===== config.mk =====
export PLATFORM = sky130hd
export DESIGN_NAME = country_car_detector_flat
export DESIGN_NICKNAME = d
export VERILOG_FILES = /design/src/rtl/traffic_pkg.sv /design/src/rtl/country_car_detector_if.sv /design/src/rtl/country_car_detector_sensor_debounce.sv /design/src/rtl/country_car_detector.sv /design/src/flat_wrapper.sv
export SDC_FILE = /design/constraint.sdc
export NUM_CORES = 1
export LEC_CHECK = 0
export BUFFER_PORTS_ARGS = -buffer_cell sky130_fd_sc_hd__buf_2
export CAP_MARGIN = 20
export CORE_MARGIN = 5
export CORE_UTILIZATION = 53
export DETAILED_ROUTE_END_ITERATION = 6
export GPL_TIMING_DRIVEN = 0
export PLACE_DENSITY = 0.75
export SYNTH_ARGS = -nofsm -noshare
export SYNTH_HDL_FRONTEND = slang
export SYNTH_SLANG_ARGS = --single-unit

===== constraint.sdc =====
create_clock -name clk -period 1.9 [get_ports clk]
set_input_delay 0.095 -clock clk [delete_from_list [all_inputs] [get_ports clk]]
set_output_delay 0.095 -clock clk [all_outputs]
set_load 0.005 [all_outputs]

===== src/rtl/traffic_pkg.sv =====
// Shared traffic-controller encodings and detector state type.
// Used by country_car_detector and signal_control.
package traffic_pkg;

    localparam logic [1:0] RED    = 2'd0;
    localparam logic [1:0] YELLOW = 2'd1;
    localparam logic [1:0] GREEN  = 2'd2;

    typedef enum logic [1:0] {
        IDLE    = 2'd0,
        REQUEST = 2'd1,
        SERVE   = 2'd2
    } det_state_t;

    function automatic logic is_green(input logic [1:0] s);
        return s == GREEN;
    endfunction

endpackage


===== src/rtl/country_car_detector_if.sv =====
// Detector <-> controller link: csig in, request/queue status out.
// master = controller side, slave = detector side.
interface country_car_detector_if #(
    parameter int COUNT_W = 4
);

    logic [1:0]         csig;
    logic               caroncountry;
    logic [COUNT_W-1:0] queue_count;
    logic               overflow;

    modport master (
        output csig,
        input  caroncountry,
        input  queue_count,
        input  overflow
    );

    modport slave (
        input  csig,
        output caroncountry,
        output queue_count,
        output overflow
    );

endinterface


===== src/rtl/country_car_detector_sensor_debounce.sv =====
// Loop sensor front end: 2-flop synchroniser, debounce filter
// and single-cycle rise/fall pulses on the filtered level.
module sensor_debounce #(
    parameter int DEBOUNCE_CYCLES = 4
) (
    input  logic clk,
    input  logic clr_n,
    input  logic loop_raw,
    output logic filt,
    output logic rise,
    output logic fall
);

    localparam int CW = $clog2(DEBOUNCE_CYCLES) + 1;
    localparam logic [CW-1:0] LAST = CW'(DEBOUNCE_CYCLES - 1);

    logic          s1;
    logic          s2;
    logic [CW-1:0] cnt;

    always_ff @(posedge clk or negedge clr_n) begin
        if (!clr_n) begin
            s1   <= 1'b0;
            s2   <= 1'b0;
            cnt  <= '0;
            filt <= 1'b0;
            rise <= 1'b0;
            fall <= 1'b0;
        end else begin
            s1   <= loop_raw;
            s2   <= s1;
            rise <= 1'b0;
            fall <= 1'b0;
            if (s2 == filt) begin
                cnt <= '0;
            end else if (cnt == LAST) begin
                // level has held long enough: commit and pulse
                filt <= s2;
                cnt  <= '0;
                rise <= s2;
                fall <= ~s2;
            end else begin
                cnt <= cnt + 1'b1;
            end
        end
    end

endmodule


===== src/rtl/country_car_detector.sv =====
// Country-road vehicle detector: debounced loop sensor feeding a
// saturating queue counter and the IDLE/REQUEST/SERVE tracker.
module country_car_detector
    import traffic_pkg::*;
#(
    parameter int DEBOUNCE_CYCLES = 4,
    parameter int COUNT_W         = 4
) (
    input  logic                   clk,
    input  logic                   clr_n,
    input  logic                   loop_raw,
    country_car_detector_if.slave  bus
);

    localparam logic [COUNT_W-1:0] CMAX = '1;

    logic filt;
    logic rise;
    logic fall;

    det_state_t         state;
    det_state_t         state_nx;
    logic [COUNT_W-1:0] count;
    logic [COUNT_W-1:0] count_nx;
    logic               ovf;
    logic               ovf_nx;
    logic               car;
    logic               green;
    logic               arrive;
    logic               depart;

    sensor_debounce #(
        .DEBOUNCE_CYCLES(DEBOUNCE_CYCLES)
    ) u_deb (
        .clk      (clk),
        .clr_n    (clr_n),
        .loop_raw (loop_raw),
        .filt     (filt),
        .rise     (rise),
        .fall     (fall)
    );

    assign green  = is_green(bus.csig);
    assign arrive = rise & filt;
    assign depart = fall & ~filt;

    always_comb begin
        state_nx = state;
        count_nx = count;
        ovf_nx   = ovf;
        if (arrive) begin
            if (count == CMAX) begin
                ovf_nx = 1'b1;
            end else begin
                count_nx = count + 1'b1;
            end
        end else if (depart && (state == SERVE || green)
                     && count != '0) begin
            // green arriving this cycle already serves the leaver
            count_nx = count - 1'b1;
        end
        case (state)
            IDLE: begin
                if (arrive) begin
                    state_nx = green ? SERVE : REQUEST;
                end
            end
            REQUEST: begin
                if (green) begin
                    state_nx = SERVE;
                end
            end
            SERVE: begin
                if (!green) begin
                    state_nx = (count_nx != '0) ? REQUEST : IDLE;
                end
            end
            default: state_nx = IDLE;
        endcase
    end

    always_ff @(posedge clk or negedge clr_n) begin
        if (!clr_n) begin
            state <= IDLE;
            count <= '0;
            ovf   <= 1'b0;
            car   <= 1'b0;
        end else begin
            state <= state_nx;
            count <= count_nx;
            ovf   <= ovf_nx;
            car   <= (count_nx != '0);
        end
    end

    assign bus.caroncountry = car;
    assign bus.queue_count  = count;
    assign bus.overflow     = ovf;

endmodule


===== src/flat_wrapper.sv =====
// flat-port wrapper written by rule: the top's interface ports become plain ports
module country_car_detector_flat import traffic_pkg::*;
#(
    parameter int DEBOUNCE_CYCLES = 4,
    parameter int COUNT_W         = 4
)
  (clk, clr_n, loop_raw, bus_csig, bus_caroncountry, bus_queue_count, bus_overflow);
  country_car_detector_if #(.COUNT_W(COUNT_W)) bus_i ();
  input  logic clk;
  input  logic clr_n;
  input  logic loop_raw;
  input wire logic [$bits(bus_i.csig)-1:0] bus_csig;
  output wire logic [$bits(bus_i.caroncountry)-1:0] bus_caroncountry;
  output wire logic [$bits(bus_i.queue_count)-1:0] bus_queue_count;
  output wire logic [$bits(bus_i.overflow)-1:0] bus_overflow;
  assign bus_i.csig = bus_csig;
  assign bus_caroncountry = bus_i.caroncountry;
  assign bus_queue_count = bus_i.queue_count;
  assign bus_overflow = bus_i.overflow;
  country_car_detector #(.DEBOUNCE_CYCLES(DEBOUNCE_CYCLES), .COUNT_W(COUNT_W)) u_core (.clk(clk), .clr_n(clr_n), .loop_raw(loop_raw), .bus(bus_i));
endmodule

Word-level counts from Yosys, hierarchy flattened
Cells that the tools add are included. Widths: inputs -> output; s select.

ROM bits: 0. Flip-flop bits (word level): 16. Bits in latches: 0. Bits in writable memories: 0. Word-level logic and storage cells: 51. Memories kept: 0.

Div/mod/pow operators: 0. Bitwise logic cells: 5. Add/sub/neg operators: 3. Muxes and demuxes: 15. Eq/ne operators: 9. Reductions and logical operators: 9. Shift operators: 0. $lt $le $gt $ge: 0. Multipliers: 0.

Operators by type and width (number): $mux 4 (3); $mux 2 (4); $reduce_bool 4->1 (2); $mux 3 (2); $pmux 2 s3 (1); $mux 1 (5); $add 4x1->4 const B (1); $eq 2x2->1 const B (2); $eq 4x4->1 const B (1); $ne 2x1->1 const B (2); $reduce_and 2->1 (2); $sub 4x1->4 const B (1); $add 3x1->3 const B (1); $eq 3x2->1 const B (1); $not 1->1 (3); $reduce_and 3->1 (1); $and 1x1->1 (2); $eq 2x1->1 const B (1); $logic_and 1x1->1 (2); $logic_not 2->1 (1); $ne 2x2->1 const B (1); $eq 1x1->1 (1); $logic_or 1x1->1 (1).

Logic depth before layout (Yosys ltp)
Gate-level depths: netlist of the first run.

Word-level depth: 10. Mapped depth: 7.

Cells and area by module
Synthesis of the first run repeated with hierarchy kept, for this count alone.

Cells, all modules: 72. Area, all modules: 815.8 µm².

By module, submodules not included: country_car_detector (sequential area each 200.2 µm², times used 1, area an instance 530.5 µm², cells each 55); sensor_debounce (sequential area each 200.2 µm², times used 1, area an instance 285.3 µm², cells each 17).

Least setup slack after synthesis of the first run
OpenSTA, ideal clock, no wires.

Path type: register to register. From: reg u_core.count[0], in the netlist u_core.bus.queue_count[0]. To: reg u_core.state[0]. Setup slack: 137 ps. Cell stages (with the launch flop): 7. Arrival: 1681 ps. Required time: 1818 ps. Clock period less this slack: 1763 ps. Buffers on the path: 0. Path through: dfrtp_1 > inv_1 > ha_1 > or4_1 > o32a_1 > o211a_1 > a31oi_1.

Longest elaborated chain between the ends: 8. Elaborated cells between the ends (all ways): 12. Classes of those cells: 2 x add/sub; 1 x eq/ne; 6 x mux; 3 x reduce/logical.

RTL lines: start, declared (RTL line country_car_detector.sv:23) `logic [COUNT_W-1:0] count;`; start signal, assigned (RTL line country_car_detector.sv:90) `count <= count_nx;`; parallel branches: the longest is 3 deep, another holds $sub 4x1->4; $mux 4 * (RTL line country_car_detector.sv:51) `if (arrive) begin`; $reduce_bool 4->1 * (RTL line country_car_detector.sv:75) `state_nx = (count_nx != '0) ? REQUEST : IDLE;`; $mux 1 * (RTL line country_car_detector.sv:75); $mux 2 * (RTL line country_car_detector.sv:74) `if (!green) begin`; $pmux 2 s3 * (RTL line country_car_detector.sv:62) `case (state)`; end signal, assigned (RTL line country_car_detector.sv:89) `state <= state_nx;`; end, declared (RTL line country_car_detector.sv:21) `det_state_t state;`.

Mark *: on every way between the ends. The select of a mux whose other input is x is not followed. A chain may end at the register's enable or synchronous reset.

Worst setup path after layout of the first run
From: reg u_core.count[1], in the netlist u_core.bus.queue_count[1]. To: reg u_core.state[0].

Same word-level chain as after synthesis.

==> impl_metrics.yaml, run 1 <==
timing:
  tightest_slew_ns: 0.342
  drv_slew: 0
  finalCritPeriodShare: 0.949
  fin_crit_ns: 1.80
  report.final.hold_viol_count: 0
  clock.fmax_mhz: 555
  rsz0062_at_grt: "false"
  setup_tns_ns: 0
  setup_violations: 0
  relSlewSlack: 0.772
  fin_skew_ns: 0.00413
grt:
  grt_pass1_wl_um: 2590
  use_met3: 0.0368
  grt_start_max_net_pins: 17
  antenna_found_initial: 0
  top_usage_layer: "met2"
  grt_usage: 0.135
  grt_pass1_vias: 608
  grt_use_met1: 0.185
  globalRouteOverflowTotal: 0
  use_met2: 0.207
logic_synthesis:
  synth_top_family_by_area: "simple AND/OR/NAND/NOR gates"
  async_flop_share: 1.00
  synth_seq_cells: 16
  ys_types: 34
  synth-simple-area-share: 0.207
  synthTopCellsByCount: "dfrtp_1 (16), nand2_1 (5), nor2b_1 (5), inv_1 (4)"
  syn_inst: 73
  synth_mux_area_frac: 0.0269
  synth_compound_gate_area_share: 0.166
  yosysTopAreaCellShare: 0.506
  synth_ff_type: "dfrtp_1"
  synth_fp_nets: 81
  synthAdderAreaFrac: 0.0475
  yosysWarnings: 0
  synth_xor_area_frac: 0.0222
  synth_edf_count: 0
  synth.most_common_cell: "dfrtp_1"
  yosysTopAreaCell: "dfrtp_1"
  post_synth.cell_area_avg_um2: 10.8
  ys_seq_area_frac: 0.506
  synth_area_um2: 791
  yosys-top-cells-area: "dfrtp_1 (51%), ha_1 (4.7%), nor2b_1 (4.0%)"
floorplan:
  die_y_um: 48.6
  pin_count: 11
  core_region_area_um2: 1450
  die_w_um: 48.6
  rows: 14
  start_util: 0.544
  die-area_um2: 2360
setup_path:
  reg2reg_from: "u_core.bus.queue_count[1]"
  cp-start-kind: "flip-flop"
  cp-end-kind: "flip-flop"
  cp.arrival_ns: 2.02
  r2r_slack_ns: 0.1
  r2r-end: "u_core.state[0]"
  r2r_cells: 5
  worstSetupPathType: "reg2reg"
  cp.required_ns: 2.11
  crit_fanout: 8
job:
  max-cap-violations: 0
route:
  first_pass_iters: 4
  drc_errors: 0
  num_vias: 612
  routed_wl_um: 1480
  wire_per_inst_um: 13.6
  drt_iter0_markers: 15
  viasPerCell: 5.61
  antenna_left: 0
power_and_ir_drop:
  p_per_area_nw_per_um2: 1250
  leakage_nw: 0.464
  ir_drop_mv: 0.664
finish:
  n_antenna_cell: 0
  final_net_count: 102
  syn2layout_area_growth_pct: 21.2
  drive_gt1_frac: 0.290
  final_cell_area_um2: 958
  finalNonFillerCells: 109
placed_design:
  gp_congestion: 0.752
  hpwlAfterDp_um: 1060
  port_buffers: 10
  dp.cells: 99
  post_dp_cell_area_um2: 861
clocking:
  clkTransAtPathRegs_ns: 0.09
  cts_root_buf: "clkbuf_4"
  cts_inserted_buffers: 3
  cts_buffer_depth: 2
  clock_sinks: 16
  cts_tree: "yes"
  htreeDepth: 1
  clock_latency_ns: 0.28
min_path:
  whs_path_depth: 3
  hp-start: "bus_csig[0]"
  min_to: "u_core.state[1]"
  hold_path_class: "in2reg"
status:
  status: "finished, final reports clean"
[report_power, final]
group	total, mW	switching [mW]	internal, mW
Sequential	0.541	0.109	0.432
Combinational	0.435	0.209	0.226
Clock	0.223	0.107	0.117
Total	1.20	0.425	0.774
[layout by cell type, fill, tap and decap left out, drive strengths merged, types with 3 or more instances in the layout]
cell type / netlist / layout
dfrtp: 16 / 16
buf: 0 / 15
nor2b: 5 / 5
nand2: 5 / 5
inv: 4 / 4
clkbuf: 1 / 4
nor3: 3 / 3
and3b: 3 / 3
ha: 3 / 3
[registers in the layout, indices dropped and copies added (netlist names)]
register,cells
u_core.bus.caroncountry,1
u_core.bus.overflow,1
u_core.bus.queue_count,4
u_core.state,2
u_core.u_deb.cnt,3
u_core.u_deb.fall,1
u_core.u_deb.filt,1
u_core.u_deb.rise,1
u_core.u_deb.s1,1
u_core.u_deb.s2,1
[layout make-up]
class                      count  area (um^2)
sequential                    16          404
timing repair buffer          17          108
tap                           16         20.0
multi-input combinational     52          375
inverter                       4         15.0
fill                         108          495
clock buffer                   4         36.3
[metrics by stage]
step	hold WS, ns	total power, mW	util	setup WS [ns]
4_1_cts	0.175	1.14	0.631	0.00676
3_5_place_dp	0.0228	0.915	0.592	0.0257
6_report	0.180	1.20	0.659	0.0967
5_1_grt	0.198	1.30	0.659	0.000733
3_3_place_gp	0.0193	0.901	0.592	0.0487
2_1_floorplan	-0.201	0.791	-	0.137
[cells by family after synthesis]
family / Yosys count
and+or+nand+nor: 28
AOI/OAI and AO/OA: 17
DFF: 16
buffers and inverters: 5
adders and majority gates: 3
xor gates and xnor gates: 2
muxes: 2
[routing by layer]
metal	vias to the layer above	wire, um
met3	2	77
met4	0	9
li1	310	-
met2	16	650
met1	284	745
met5	-	0
[critical path, cell delays in order, from the launching register on]
cell,delay (ns)
dfrtp_2,0.46
or3_1,0.37
or4_1,0.40
o32a_1,0.20
o211a_1,0.15
a31oi_1,0.16
[worst max path at each step]
| stage | from | endpoint |
|---|---|---|
| finish | u_core.bus.queue_count[1] | u_core.state[0] |
| global route | u_core.bus.queue_count[1] | u_core.state[0] |
| global placement | u_core.bus.queue_count[0] | u_core.state[0] |
| floorplan | u_core.bus.queue_count[0] | u_core.state[0] |
| detailed placement | u_core.bus.queue_count[0] | u_core.state[0] |
| CTS | u_core.bus.queue_count[0] | u_core.state[0] |
[repair_timing]
item	CTS	global route
setup endpoints to repair	0	2
hold endpoints to repair	17	0
setup buffers	0	5
hold buffers	2	0
resized for setup	0	5
Note: power is estimated with default switching activity, not from simulation.
==> inputs of run 2 (changes only) <==
--- a/config.mk
+++ b/config.mk
@@ -7,7 +7,7 @@
 export LEC_CHECK = 0
 export BUFFER_PORTS_ARGS = -buffer_cell sky130_fd_sc_hd__buf_2
 export CAP_MARGIN = 20
-export CORE_MARGIN = 5
+export CORE_MARGIN = 2
 export CORE_UTILIZATION = 53
 export DETAILED_ROUTE_END_ITERATION = 6
 export GPL_TIMING_DRIVEN = 0
==> impl_metrics.yaml, run 2 (synthesis results as in run 1) <==
finish:
  final_cell_area_um2: 973
  drive_gt1_frac: 0.316
  final_net_count: 104
  layout_commonest_cell: "dfrtp_1"
  n_antenna_cell: 0
  nFillCells: 102
  largest_register_ff_count: 4
  finalNonFillerCells: 110
  syn2layout_area_growth_pct: 23.1
  final_util: 0.721
  final_cell_mix: "dfrtp_1 (12), buf_2 (10), buf_4 (7), nand2_1 (5)"
setup_path:
  reg2reg_from: "u_core.bus.queue_count[0]"
  r2r-end: "u_core.state[0]"
  worstSetupPathType: "reg2reg"
  cp.arrival_ns: 2.08
  r2r_cells: 5
  r2r_slack_ns: 0.04
  critPathLaunch: "u_core.bus.queue_count[0]"
  crit_fanout: 5
  endpoint: "u_core.state[0]"
  cp.required_ns: 2.12
  cp-start-kind: "flip-flop"
  cp-end-kind: "flip-flop"
floorplan:
  die_w_um: 42.6
  start_util: 0.586
  rows: 13
  die_y_um: 42.6
  pin_count: 11
  die-area_um2: 1820
  core_region_area_um2: 1350
clocking:
  clkTransAtPathRegs_ns: 0.09
  htreeDepth: 1
  cts_buffer_depth: 2
  clock_latency_ns: 0.29
  cts_root_buf: "clkbuf_4"
  cts_tree: "yes"
  cts_inserted_buffers: 3
  clock_sinks: 16
power_and_ir_drop:
  switching_share: 0.357
  leakage_nw: 0.465
  seqPwrFrac: 0.437
  total_power_mw: 1.24
  power_frac_clock: 0.181
  ir_drop_mv: 0.692
  power_frac_comb: 0.382
  intPower_mw: 0.795
  p_per_area_nw_per_um2: 1270
  power.switching_mw: 0.441
route:
  first_pass_iters: 4
  antenna_left: 0
  drc_errors: 0
  drt_iter0_markers: 23
  viasPerCell: 5.98
  wire_per_inst_um: 14.9
  num_vias: 658
  routed_wl_um: 1640
grt:
  grt_pass1_wl_um: 2330
  globalRouteOverflowTotal: 0
  grt_start_max_net_pins: 17
  grt_pass1_vias: 578
  antenna_found_initial: 0
  grt_usage: 0.175
timing:
  rsz0062_at_grt: "true"
  fin_ws_ns: 0.0391
  finalCritPeriodShare: 0.979
  relSlewSlack: 0.738
  setup_tns_ns: 0
  fin_skew_ns: 0.00308
  report.final.hold_viol_count: 0
  hold-worst-slack_ns: 0.168
  setup_violations: 0
  drv_slew: 0
  tightest_slew_ns: 0.392
  fin_crit_ns: 1.86
  clock.fmax_mhz: 537
placed_design:
  port_buffers: 10
  dp.cells: 98
  post_dp_cell_area_um2: 860
  gp_congestion: 0.837
  hpwlAfterDp_um: 1020
  pre_cts_ws_ns: 0.00883
min_path:
  hp-start: "bus_csig[0]"
  hold_path_class: "in2reg"
status:
  status: "finished, final reports clean"
job:
  max-cap-violations: 0
==> run 2: repair_timing <==
item | 4_1_cts | 5_1_grt
setup endpoints to repair | 1 | 1
pin swaps | 0 | 3
hold buffers | 2 | 0
hold endpoints to repair | 17 | 0
gates resized for setup | 2 | 4
setup buffers | 0 | 7
==> run 2: area by class of cell <==
cell class,count,area (um^2),share of cell area
multi-input combinational,52,375,0.386
sequential,16,405,0.416
clock buffer,4,36.3,0.0373
inverter,4,15.0,0.0154
timing repair buffer,19,123,0.126
tap,15,18.8,0.0193
==> run 2: worst max-delay path, stage by stage, from the launching register on <==
cell and delay [ns]:
dfrtp_2 0.45, or3_1 0.40, or4_1 0.42, o32a_1 0.21, o211a_1 0.15, a31oi_1 0.16
==> run 2: how the worst min path moves through the flow <==
stage / end / slack [ns] / cells past startpoint
floorplan: u_core.bus.caroncountry / -0.20 / 0
global placement: u_core.u_deb.cnt[2] / 0.02 / 1
detailed placement: u_core.u_deb.filt / 0.02 / 1
CTS: u_core.state[1] / 0.16 / 3
global route: u_core.state[1] / 0.18 / 3
finish: u_core.state[1] / 0.17 / 3
==> run 2: power by group through the flow <==
stage / Combinational, mW / Clock [mW] / Sequential, mW
after floorplan: 0.280 / 0 / 0.511
after global placement: 0.377 / 0 / 0.521
after detailed placement: 0.382 / 0 / 0.527
after CTS: 0.364 / 0.232 / 0.542
after global routing: 0.529 / 0.239 / 0.549
final: 0.473 / 0.223 / 0.540
==> run 2: metal layers <==
metal	up-vias	global-route usage	wire length (um)
met3	5	0.0388	74
met1	315	0.210	775
met5	-	0	0
li1	315	-	-
met2	23	0.279	761
met4	0	0.113	29
==> inputs of run 3 (changes only) <==
--- a/config.mk
+++ b/config.mk
@@ -12,6 +12,8 @@
 export DETAILED_ROUTE_END_ITERATION = 6
 export GPL_TIMING_DRIVEN = 0
 export PLACE_DENSITY = 0.75
+export RECOVER_POWER = 25
+export SLEW_MARGIN = 20
 export SYNTH_ARGS = -nofsm -noshare
 export SYNTH_HDL_FRONTEND = slang
 export SYNTH_SLANG_ARGS = --single-unit
==> impl_metrics.yaml, run 3 (synthesis results as in run 1) <==
floorplan:
  pin_count: 11
  die-area_um2: 1820
  start_util: 0.586
  rows: 13
  core_region_area_um2: 1350
  die_w_um: 42.6
  die_y_um: 42.6
route:
  routed_wl_um: 1640
  drc_errors: 0
  first_pass_iters: 4
  num_vias: 658
  viasPerCell: 5.98
  wire_per_inst_um: 14.9
  antenna_left: 0
  drt_iter0_markers: 22
job:
  max-cap-violations: 0
power_and_ir_drop:
  leakage_nw: 0.462
  power_frac_clock: 0.181
  power.switching_mw: 0.443
  ir_drop_mv: 0.694
  switching_share: 0.358
  p_per_area_nw_per_um2: 1270
  power_frac_comb: 0.382
  intPower_mw: 0.795
  seqPwrFrac: 0.437
grt:
  grt_usage: 0.175
  antenna_found_initial: 0
  grt_pass1_wl_um: 2330
  grt_start_max_net_pins: 17
  globalRouteOverflowTotal: 0
  grt_pass1_vias: 578
timing:
  drv_slew: 0
  hold-worst-slack_ns: 0.167
  clock.fmax_mhz: 536
  fin_skew_ns: 0.00392
  setup_violations: 0
  relSlewSlack: 0.416
  fin_crit_ns: 1.86
  rsz0062_at_grt: "true"
  report.final.hold_viol_count: 0
  tightest_slew_ns: 0.875
  finalCritPeriodShare: 0.981
placed_design:
  dp.cells: 98
  port_buffers: 10
  post_dp_cell_area_um2: 860
  gp_congestion: 0.837
  hpwlAfterDp_um: 1020
min_path:
  hp-start: "bus_csig[0]"
  hold_path_class: "in2reg"
status:
  status: "finished, final reports clean"
finish:
  final_util: 0.720
  final_net_count: 104
  largest_register_ff_count: 4
  final_cell_area_um2: 972
  layout_commonest_cell: "dfrtp_1"
  syn2layout_area_growth_pct: 22.9
  drive_gt1_frac: 0.305
  final_cell_mix: "dfrtp_1 (12), buf_2 (9), buf_4 (7), nand2_1 (5)"
  n_antenna_cell: 0
  finalNonFillerCells: 110
clocking:
  cts_inserted_buffers: 3
  clock_sinks: 16
  clkTransAtPathRegs_ns: 0.09
  htreeDepth: 1
  cts_tree: "yes"
  cts_root_buf: "clkbuf_4"
  clock_latency_ns: 0.29
  cts_buffer_depth: 2
setup_path:
  cp-start-kind: "flip-flop"
  cp.arrival_ns: 2.08
  reg2reg_from: "u_core.bus.queue_count[0]"
  worstSetupPathType: "reg2reg"
  critPathLaunch: "u_core.bus.queue_count[0]"
  cp-end-kind: "flip-flop"
  crit_fanout: 5
  cp.required_ns: 2.12
## run 3: cell count changes in the layout (fill, tap and decap cells not counted)
cell | previous run | this run
buf_2 | 10 | 9
clkbuf_1 | 0 | 1
## run 3: worst paths after layout
kind,endpoint,slack [ns],cells after the start
worst max-delay path,u_core.state[0],0.04,5
min in group asynchronous,u_core.u_deb.cnt[1],0.43,2
worst min register to register,u_core.u_deb.s2,0.36,0
max in group asynchronous,u_core.bus.queue_count[2],0.87,2
worst max register to register,u_core.state[0],0.04,5
worst min-delay path,u_core.state[1],0.17,3
## run 3: cell type report
type / instances / area [um^2]
multi-input cells: 52 / 375
inverters: 4 / 15.0
repair buffers: 19 / 121
flip-flops and latches: 16 / 405
fillers: 103 / 378
clock buffers: 4 / 36.3
well taps: 15 / 18.8
## run 3: power groups by stage
| stage | combinational (mW) | clock [mW] | sequential [mW] |
|---|---|---|---|
| final | 0.473 | 0.224 | 0.541 |
| after floorplan | 0.280 | 0 | 0.511 |
| after global routing | 0.529 | 0.239 | 0.549 |
| after CTS | 0.364 | 0.232 | 0.542 |
| after global placement | 0.377 | 0 | 0.521 |
| after detailed placement | 0.382 | 0 | 0.527 |
## run 3: metal layers
| layer | track usage | vias up | part of all wire |
|---|---|---|---|
| met1 | 0.210 | 310 | 0.46 |
| met3 | 0.0388 | 5 | 0.052 |
| li1 | - | 314 | - |
| met4 | 0.113 | 0 | 0.018 |
| met2 | 0.279 | 29 | 0.47 |
| met5 | 0 | - | 0 |
## run 3: stage by stage
step | setup WS, ns | power, mW | setup TNS, ns
after floorplan | 0.137 | 0.791 | 0
after global placement | 0.0540 | 0.898 | 0
after detailed placement | 0.00883 | 0.909 | 0
after CTS | 0.00411 | 1.14 | 0
after global routing | -0.0315 | 1.32 | -0.0315
final | 0.0356 | 1.24 | 0
## run 3: timing repair
item	CTS	global route
gates cloned	0	0
pin swaps	0	3
buffers inserted	0	7
hold buffers	2	0
endpoints found under the hold margin	17	0
setup endpoints to repair	1	1
resized for setup	2	4
## run 3: worst max-delay path, cell delays in order (launching register included)
cell     delay, ns
dfrtp_2       0.45
or3_1         0.40
or4_1         0.42
o32a_1        0.21
o211a_1       0.15
a31oi_1       0.16
